==> src/rtl/list_sum_arbiter_if.sv <==
// Bundle between list_sum_arbiter and its clients / list-sum controller.
// The slave modport is the arbiter's view. The master modport is the view of
// the client and controller side.
//
// Handshake semantics:
//   Client side.
//     req[i] is a level request. The client holds it high until it sees
//     ack[i]. ack[i] is a one-cycle pulse, and result/err are valid in that
//     same cycle. grant shows the current owner, and is 0 while idle.
//   Controller side.
//     ctrl_start is a one-cycle pulse, and head_out is valid from that cycle
//     until the next grant. ctrl_done is a level that the controller holds
//     in its DONE state. ctrl_sum is sampled in the cycle ctrl_done is seen.
//     ctrl_abort is a one-cycle pulse that sends the controller back to START.
interface list_sum_arbiter_if #(
    parameter int NREQ = 4,
    parameter int AW   = 16,
    parameter int N    = 32
);
    logic [NREQ-1:0]    req;
    logic [NREQ*AW-1:0] head_ptr;
    logic [NREQ-1:0]    grant;
    logic [NREQ-1:0]    ack;
    logic [N-1:0]       result;
    logic               err;
    logic               busy;
    logic [AW-1:0]      head_out;
    logic               ctrl_start;
    logic               ctrl_done;
    logic [N-1:0]       ctrl_sum;
    logic               ctrl_abort;
    logic [1:0]         state_dbg;

    modport slave (
        input  req, head_ptr, ctrl_done, ctrl_sum,
        output grant, ack, result, err, busy, head_out,
               ctrl_start, ctrl_abort, state_dbg
    );

    modport master (
        output req, head_ptr, ctrl_done, ctrl_sum,
        input  grant, ack, result, err, busy, head_out,
               ctrl_start, ctrl_abort, state_dbg
    );
endinterface

==> src/rtl/list_sum_arbiter.sv <==
// Round-robin scheduler that shares one linked-list sum datapath among NREQ
// requesters. Each job follows the sequence grant, start pulse, wait for done,
// then a one-cycle ack carrying the sum. All outputs are registered.
// Optional feature macro LSA_TIMEOUT_EN adds a WAIT watchdog. When it fires,
// the block acks the job with err=1 and result=0, and pulses ctrl_abort.
module list_sum_arbiter #(
    parameter int NREQ        = 4,
    parameter int AW          = 16,
    parameter int N           = 32,
    parameter int TIMEOUT_CYC = 1024
) (
    input logic               clk,
    input logic               rst,
    list_sum_arbiter_if.slave bus
);
    typedef enum logic [1:0] {
        S_IDLE   = 2'd0,
        S_LAUNCH = 2'd1,
        S_WAIT   = 2'd2,
        S_RESP   = 2'd3
    } state_t;

    localparam int RRW = (NREQ > 1) ? $clog2(NREQ) : 1;

    state_t          state, state_nxt;
    logic [RRW-1:0]  rr_q, rr_nxt;
    logic [NREQ-1:0] grant_q, grant_nxt;
    logic [NREQ-1:0] ack_q, ack_nxt;
    logic [N-1:0]    result_q, result_nxt;
    logic [AW-1:0]   head_q, head_nxt;
    logic            start_q, start_nxt;
    logic            found;
    logic [RRW-1:0]  win;

`ifdef LSA_TIMEOUT_EN
    localparam int CW = $clog2(TIMEOUT_CYC) + 1;
    logic [CW-1:0] cnt_q, cnt_nxt;
    logic          err_q, err_nxt;
    logic          abort_q, abort_nxt;
`endif

    // Find the first requester after the last winner. The search wraps
    // modulo NREQ, so the last winner gets the lowest priority.
    always_comb begin
        found = 1'b0;
        win   = rr_q;
        for (int k = 1; k <= NREQ; k++) begin
            if (!found && bus.req[(int'(rr_q) + k) % NREQ]) begin
                found = 1'b1;
                win   = RRW'((int'(rr_q) + k) % NREQ);
            end
        end
    end

    // Next state, and next values of every registered output.
    always_comb begin
        state_nxt  = state;
        rr_nxt     = rr_q;
        grant_nxt  = grant_q;
        ack_nxt    = '0;
        result_nxt = result_q;
        head_nxt   = head_q;
        start_nxt  = 1'b0;
`ifdef LSA_TIMEOUT_EN
        cnt_nxt    = cnt_q;
        err_nxt    = 1'b0;
        abort_nxt  = 1'b0;
`endif
        case (state)
            S_IDLE: begin
                // A done level still held from the previous job blocks a new launch.
                if (found && !bus.ctrl_done) begin
                    grant_nxt = NREQ'(1) << win;
                    head_nxt  = bus.head_ptr[int'(win)*AW +: AW];
                    start_nxt = 1'b1;
                    rr_nxt    = win;
                    state_nxt = S_LAUNCH;
                end
            end
            S_LAUNCH: begin
`ifdef LSA_TIMEOUT_EN
                cnt_nxt   = '0;
`endif
                state_nxt = S_WAIT;
            end
            S_WAIT: begin
                // If done and the watchdog fire in the same cycle, done wins.
                if (bus.ctrl_done) begin
                    result_nxt = bus.ctrl_sum;
                    ack_nxt    = grant_q;
                    state_nxt  = S_RESP;
                end
`ifdef LSA_TIMEOUT_EN
                else if (cnt_q == CW'(TIMEOUT_CYC - 1)) begin
                    result_nxt = '0;
                    ack_nxt    = grant_q;
                    err_nxt    = 1'b1;
                    abort_nxt  = 1'b1;
                    state_nxt  = S_RESP;
                end else begin
                    cnt_nxt = cnt_q + CW'(1);
                end
`endif
            end
            S_RESP: begin
                grant_nxt = '0;
                state_nxt = S_IDLE;
            end
            default: state_nxt = S_IDLE;
        endcase
    end

    // State and output registers. The reset puts the rr pointer at the
    // last requester, so requester 0 has top priority first.
    always_ff @(posedge clk or negedge rst) begin
        if (!rst) begin
            state    <= S_IDLE;
            rr_q     <= RRW'(NREQ - 1);
            grant_q  <= '0;
            ack_q    <= '0;
            result_q <= '0;
            head_q   <= '0;
            start_q  <= 1'b0;
        end else begin
            state    <= state_nxt;
            rr_q     <= rr_nxt;
            grant_q  <= grant_nxt;
            ack_q    <= ack_nxt;
            result_q <= result_nxt;
            head_q   <= head_nxt;
            start_q  <= start_nxt;
        end
    end

`ifdef LSA_TIMEOUT_EN
    // Watchdog counter, and the err/abort pulses that go with a timed-out ack.
    always_ff @(posedge clk or negedge rst) begin
        if (!rst) begin
            cnt_q   <= '0;
            err_q   <= 1'b0;
            abort_q <= 1'b0;
        end else begin
            cnt_q   <= cnt_nxt;
            err_q   <= err_nxt;
            abort_q <= abort_nxt;
        end
    end

    assign bus.err        = err_q;
    assign bus.ctrl_abort = abort_q;
`else
    assign bus.err        = 1'b0;
    assign bus.ctrl_abort = 1'b0;
`endif

    assign bus.grant      = grant_q;
    assign bus.ack        = ack_q;
    assign bus.result     = result_q;
    assign bus.head_out   = head_q;
    assign bus.ctrl_start = start_q;
    assign bus.busy       = (state != S_IDLE);
    assign bus.state_dbg  = state;
endmodule

==> src/flat_wrapper.sv <==
// flat-port wrapper written by rule: the top's interface ports become plain ports
module list_sum_arbiter_flat 
#(
    parameter int NREQ        = 4,
    parameter int AW          = 16,
    parameter int N           = 32,
    parameter int TIMEOUT_CYC = 1024
)
  (clk, rst, bus_req, bus_head_ptr, bus_ctrl_done, bus_ctrl_sum, bus_grant, bus_ack, bus_result, bus_err, bus_busy, bus_head_out, bus_ctrl_start, bus_ctrl_abort, bus_state_dbg);
  list_sum_arbiter_if #(.NREQ(NREQ), .AW(AW), .N(N)) bus_i ();
  input logic clk;
  input logic rst;
  input wire logic [$bits(bus_i.req)-1:0] bus_req;
  input wire logic [$bits(bus_i.head_ptr)-1:0] bus_head_ptr;
  input wire logic [$bits(bus_i.ctrl_done)-1:0] bus_ctrl_done;
  input wire logic [$bits(bus_i.ctrl_sum)-1:0] bus_ctrl_sum;
  output wire logic [$bits(bus_i.grant)-1:0] bus_grant;
  output wire logic [$bits(bus_i.ack)-1:0] bus_ack;
  output wire logic [$bits(bus_i.result)-1:0] bus_result;
  output wire logic [$bits(bus_i.err)-1:0] bus_err;
  output wire logic [$bits(bus_i.busy)-1:0] bus_busy;
  output wire logic [$bits(bus_i.head_out)-1:0] bus_head_out;
  output wire logic [$bits(bus_i.ctrl_start)-1:0] bus_ctrl_start;
  output wire logic [$bits(bus_i.ctrl_abort)-1:0] bus_ctrl_abort;
  output wire logic [$bits(bus_i.state_dbg)-1:0] bus_state_dbg;
  assign bus_i.req = bus_req;
  assign bus_i.head_ptr = bus_head_ptr;
  assign bus_i.ctrl_done = bus_ctrl_done;
  assign bus_i.ctrl_sum = bus_ctrl_sum;
  assign bus_grant = bus_i.grant;
  assign bus_ack = bus_i.ack;
  assign bus_result = bus_i.result;
  assign bus_err = bus_i.err;
  assign bus_busy = bus_i.busy;
  assign bus_head_out = bus_i.head_out;
  assign bus_ctrl_start = bus_i.ctrl_start;
  assign bus_ctrl_abort = bus_i.ctrl_abort;
  assign bus_state_dbg = bus_i.state_dbg;
  list_sum_arbiter #(.NREQ(NREQ), .AW(AW), .N(N), .TIMEOUT_CYC(TIMEOUT_CYC)) u_core (.clk(clk), .rst(rst), .bus(bus_i));
endmodule
==> config.mk <==
export PLATFORM = sky130hd
export DESIGN_NAME = list_sum_arbiter_flat
export DESIGN_NICKNAME = d
export VERILOG_FILES = /design/src/rtl/list_sum_arbiter_if.sv /design/src/rtl/list_sum_arbiter.sv /design/src/flat_wrapper.sv
export SDC_FILE = /design/constraint.sdc
export NUM_CORES = 1
export LEC_CHECK = 0
export CAP_MARGIN = 20
export CORE_MARGIN = 2
export CORE_UTILIZATION = 35
export DETAILED_ROUTE_END_ITERATION = 12
export HOLD_SLACK_MARGIN = 0.08
export PLACE_DENSITY = 0.82
export SYNTH_ARGS = -nofsm -noshare
export SYNTH_HDL_FRONTEND = slang
export SYNTH_SLANG_ARGS = --single-unit
==> constraint.sdc <==
create_clock -name clk -period 4.9 [get_ports clk]
set_clock_uncertainty 0.1 [all_clocks]
set_input_delay 1.47 -clock clk [delete_from_list [all_inputs] [get_ports clk]]
set_output_delay 1.47 -clock clk [all_outputs]
set_load 0.02 [all_outputs]
==> results list <==
- Clock slew at the register clock pins of the worst setup and hold paths: 0.06 ns
- Final min period: 3.691 ns
- For this run, design rule violations remaining after detail routing come to 0.
- Number of distinct library cells after synthesis: 36
* Worst setup startpoint: bus_req[3]
- Fin crit share: 75.32%
- The setup path with the least slack is of type primary input to flop.
- Diodes inserted: 0
- The commonest cells after synthesis are nand2_1 (72), dfrtp_1 (59), mux2_2 (32).
* Final HPWL from detailed placement: 6399 um
- The run finished with clean final reports.
- Die height: 96.69 um
* Terminus of the critical flop-to-flop path: u_core.bus.head_out[13]
* FP Rows: 33
* Final worst setup slack: 1.209 ns
- Timing would allow up to 270.9 MHz.
- Number of synthesized flops with an enable pin: 0
* WL final: 8240 um
- Vias in the first global route: 2,670
- Sum of overflow across all layers after global routing: 0
- Setup slack on the worst reg-to-reg path comes out at 2.12 ns.
* Worst-case clock buffer depth: 2
* DR pass1 iterations: 4
* Fraction of power spent switching nets: 37.54%
- After floorplanning, the core was sized to cover 0.008258 mm^2.
* Total number of nets in the final design: 540
- Setup repair after global routing left no endpoint under its margin.
* Internal power: 1.801 mW
- Relative slew slack: 35.79%
- The first global-routing pass estimated 13,450 um of wire.
- Antenna violations before repair: 0
- At the later pin of the worst-skew pair, clock insertion delay measures 0.33 ns.
* Starting density of the core: 36.41%
- Total global routing track utilization: 18.05%
- Entering global routing, the biggest net connects 37 pins.
* Depth of the worst register-to-register path: 8
- Area added between synthesis and finish: 61.09%
- Of all nets on the critical path, the largest fanout is 22.
- CP Launch Type: primary input
* Clock sinks: 61
- For the final routed database, the setup TNS stands at 0 ns.
- The floorplan step set the die width to 96.69 um.
- In this run, CTS created clock tree buffers numbering 9.
* Critical path destination: u_core.bus.head_out[13]
- Share of post-route cells with drive strength above 1: 17.85%
- Count of routing violations after the opening detailed-route iteration: 68
- In this run the power spent charging and discharging nets is 1.082 mW.
- The mapped netlist covers 0.003007 mm^2.
- Clock network fraction of total power: 15.4%
- For this design the static power due to leakage is 2.056 nW.
- The most used flip-flop cell after synthesis is dfrtp_1.
- Top cell type's share of synthesized area: 49.11%
- Post-CTS timing repair inserted 0 buffers for setup.
- Endpoint class of the critical path: flop
- Of the synthesized area, sequential elements account for 50.85%.
- Hold-fix buffer count after cts: 0
- Sequential cells account for 30.8% of the total power.
- For the pin with the worst max-slew slack, the measured transition is 0.9632 ns.
- At the worst endpoint, the required time is 5.01 ns.
* Share of synthesized flip-flops with an asynchronous set or reset: 100.0%
- GPL Wtd Cong: 0.7507
- The total count of max-transition violations in the final report is 0.
* Type of the worst min-delay path: flop to flop
- After technology mapping, the gate count stands at 273.
- Total die area: 0.009348 mm^2
- Number of I/O port buffers: 162
- CTS tree: yes
* Overall via count from detail_route: 2,611
- Comb power frac: 53.8%
- Via-per-instance ratio: 4.817
- Yosys instantiated no cell more often than nand2_1.
- Number of top-level pins: 165
- After filler insertion, the fill cell instance count of the layout stands at 733.
- Hold Violations, Final: 0
* Max-cap violations: 0
- Number of register bits inferred by synthesis: 61
* Final-report setup violation count: 0
- Worst R2R Start: u_core.bus.state_dbg[0]
* Total number of H-tree levels: 3
- Count of synthesis-stage warnings from yosys: 0
- The cell sitting at the root of the clock tree is a clkbuf_8.
- Post-synth top area cell: dfrtp_1
- The average instance in the mapped netlist occupies 11.01 um^2.
- Main area contributors after synthesis: dfrtp_1 (49%), mux2_2 (12%), nand2_1 (9.0%), o221a_2 (3.4%), nand3_2 (3.0%)
- For the worst setup path, the data arrival time is 3.80 ns.
- Total of cells resized after clock tree synthesis: 0
- Peak ir drop on the vdd network: 0.2701 mV
- Setup Slack @ Placement: 0.8794 ns
- The count of nets left with antenna violations once routing finished came out at 0.
- Dividing total power by cell area gives a power density of 595.4 mW/mm^2.
- Dividing the detail-routed wire length by the instance count gives 15.20 um.
registers in the layout, summed over array words and instances (netlist names):
signal and flops:
u_core.bus.grant 4, u_core.bus.ack 4, u_core.bus.state_dbg 2, u_core.rr_q 2, u_core.bus.head_out 16, u_core.bus.ctrl_start 1, u_core.bus.result 32
cell families (layout without fill, tap and decap cells):
group | after synthesis | after routing | share of synthesized area [%]
AO/OA/AOI/OAI | 35 | 35 | 11.40
adder cells (fa/ha/maj) | 4 | 4 | 1.665
buffers and inverters | 24 | 187 | 5.285
flip-flops | 61 | 61 | 50.85
multiplexers | 34 | 34 | 12.98
other | 1 | 2 | 0.1247
AND/OR/NAND/NOR | 114 | 114 | 17.69
per-stage QoR:
| stage | cells | cell area [um^2] | hold WS, ns | utilization, % | power [mW] |
|---|---|---|---|---|---|
| finish | 542 | 4843 | 0.4057 | 58.65 | 2.884 |
| global route | 542 | 4843 | 0.4164 | 58.65 | 3.071 |
| CTS | 542 | 4843 | 0.4093 | 58.65 | 2.922 |
| detailed placement | 527 | 4644 | 0.3947 | 56.24 | 2.469 |
| global placement | 527 | 4644 | 0.3864 | 56.24 | 2.420 |
| floorplan | 274 | 3010 | 0.3936 | - | 1.808 |
worst min path at each step:
stage / from / to / cells after the start
after floorplan: u_core.rr_q[0] / u_core.rr_q[0] / 2
after global placement: u_core.bus.result[21] / u_core.bus.result[21] / 1
after detailed placement: u_core.bus.result[25] / u_core.bus.result[25] / 1
after CTS: u_core.bus.result[25] / u_core.bus.result[25] / 1
after global routing: u_core.bus.result[29] / u_core.bus.result[29] / 1
final: u_core.bus.result[29] / u_core.bus.result[29] / 1
final cells by class:
type / instances / area (um^2) / area share, %
clock buffers: 11 / 151.4 / 3.126
clock inverters: 4 / 47.55 / 0.9817
inverters: 8 / 30.03 / 0.6200
multi-input cells: 189 / 1323 / 27.31
flip-flops and latches: 61 / 1529 / 31.57
well taps: 105 / 131.4 / 2.712
repair buffers: 164 / 1632 / 33.69
per-layer routing:
metal	share of wire [%]	routed length [um]	GRT usage, %	vias up
li1	-	-	-	1269
met1	41	3391	21.10	1234
met2	52	4270	31.78	99
met3	5.7	472	4.769	9
met4	1.3	104	6.609	0
met5	0	0	0	-
power by group through the flow:
stage | clock (mW) | combinational, mW | sequential, mW
finish | 0.444 | 1.55 | 0.888
CTS | 0.459 | 1.57 | 0.890
detailed placement | 0 | 1.57 | 0.897
floorplan | 0 | 0.650 | 1.16
global placement | 0 | 1.54 | 0.882
global route | 0.483 | 1.67 | 0.921
worst max-delay path, stage by stage:
cell and delay (ns):
clkdlybuf4s50_1 0.56, nor4_2 0.08, or3_4 0.36, inv_2 0.30, o211a_1 0.69, nand3_1 0.16, o221a_1 0.17
layout by cell type (no fill, tap or decap):
cell / count
a32o_1: 2
nand2b_1: 2
clkinv_2: 2
bufinv_16: 1
buf_2: 1
o221a_2: 9
nor4_2: 1
nand3_2: 9
inv_1: 6
nand2_1: 72
mux2_2: 32
o221ai_4: 1
a31o_1: 1
conb_1: 2
clkinvlp_4: 1
a31oi_1: 1
a22o_1: 1
buf_4: 2
mux2_4: 2
dfrtp_1: 59
inv_2: 2
o221a_1: 7
nor3_1: 1
clkbuf_8: 11
nor2_1: 15
dfstp_2: 2
o211a_1: 1
clkdlybuf4s50_1: 161
a21oi_1: 4
o221a_4: 1
o21ai_1: 4
a21o_1: 1
a22oi_1: 2
or3b_1: 1
nand3_1: 8
and3_1: 4
ha_1: 4
or3_4: 1
Power figures use the tool's default switching activity.
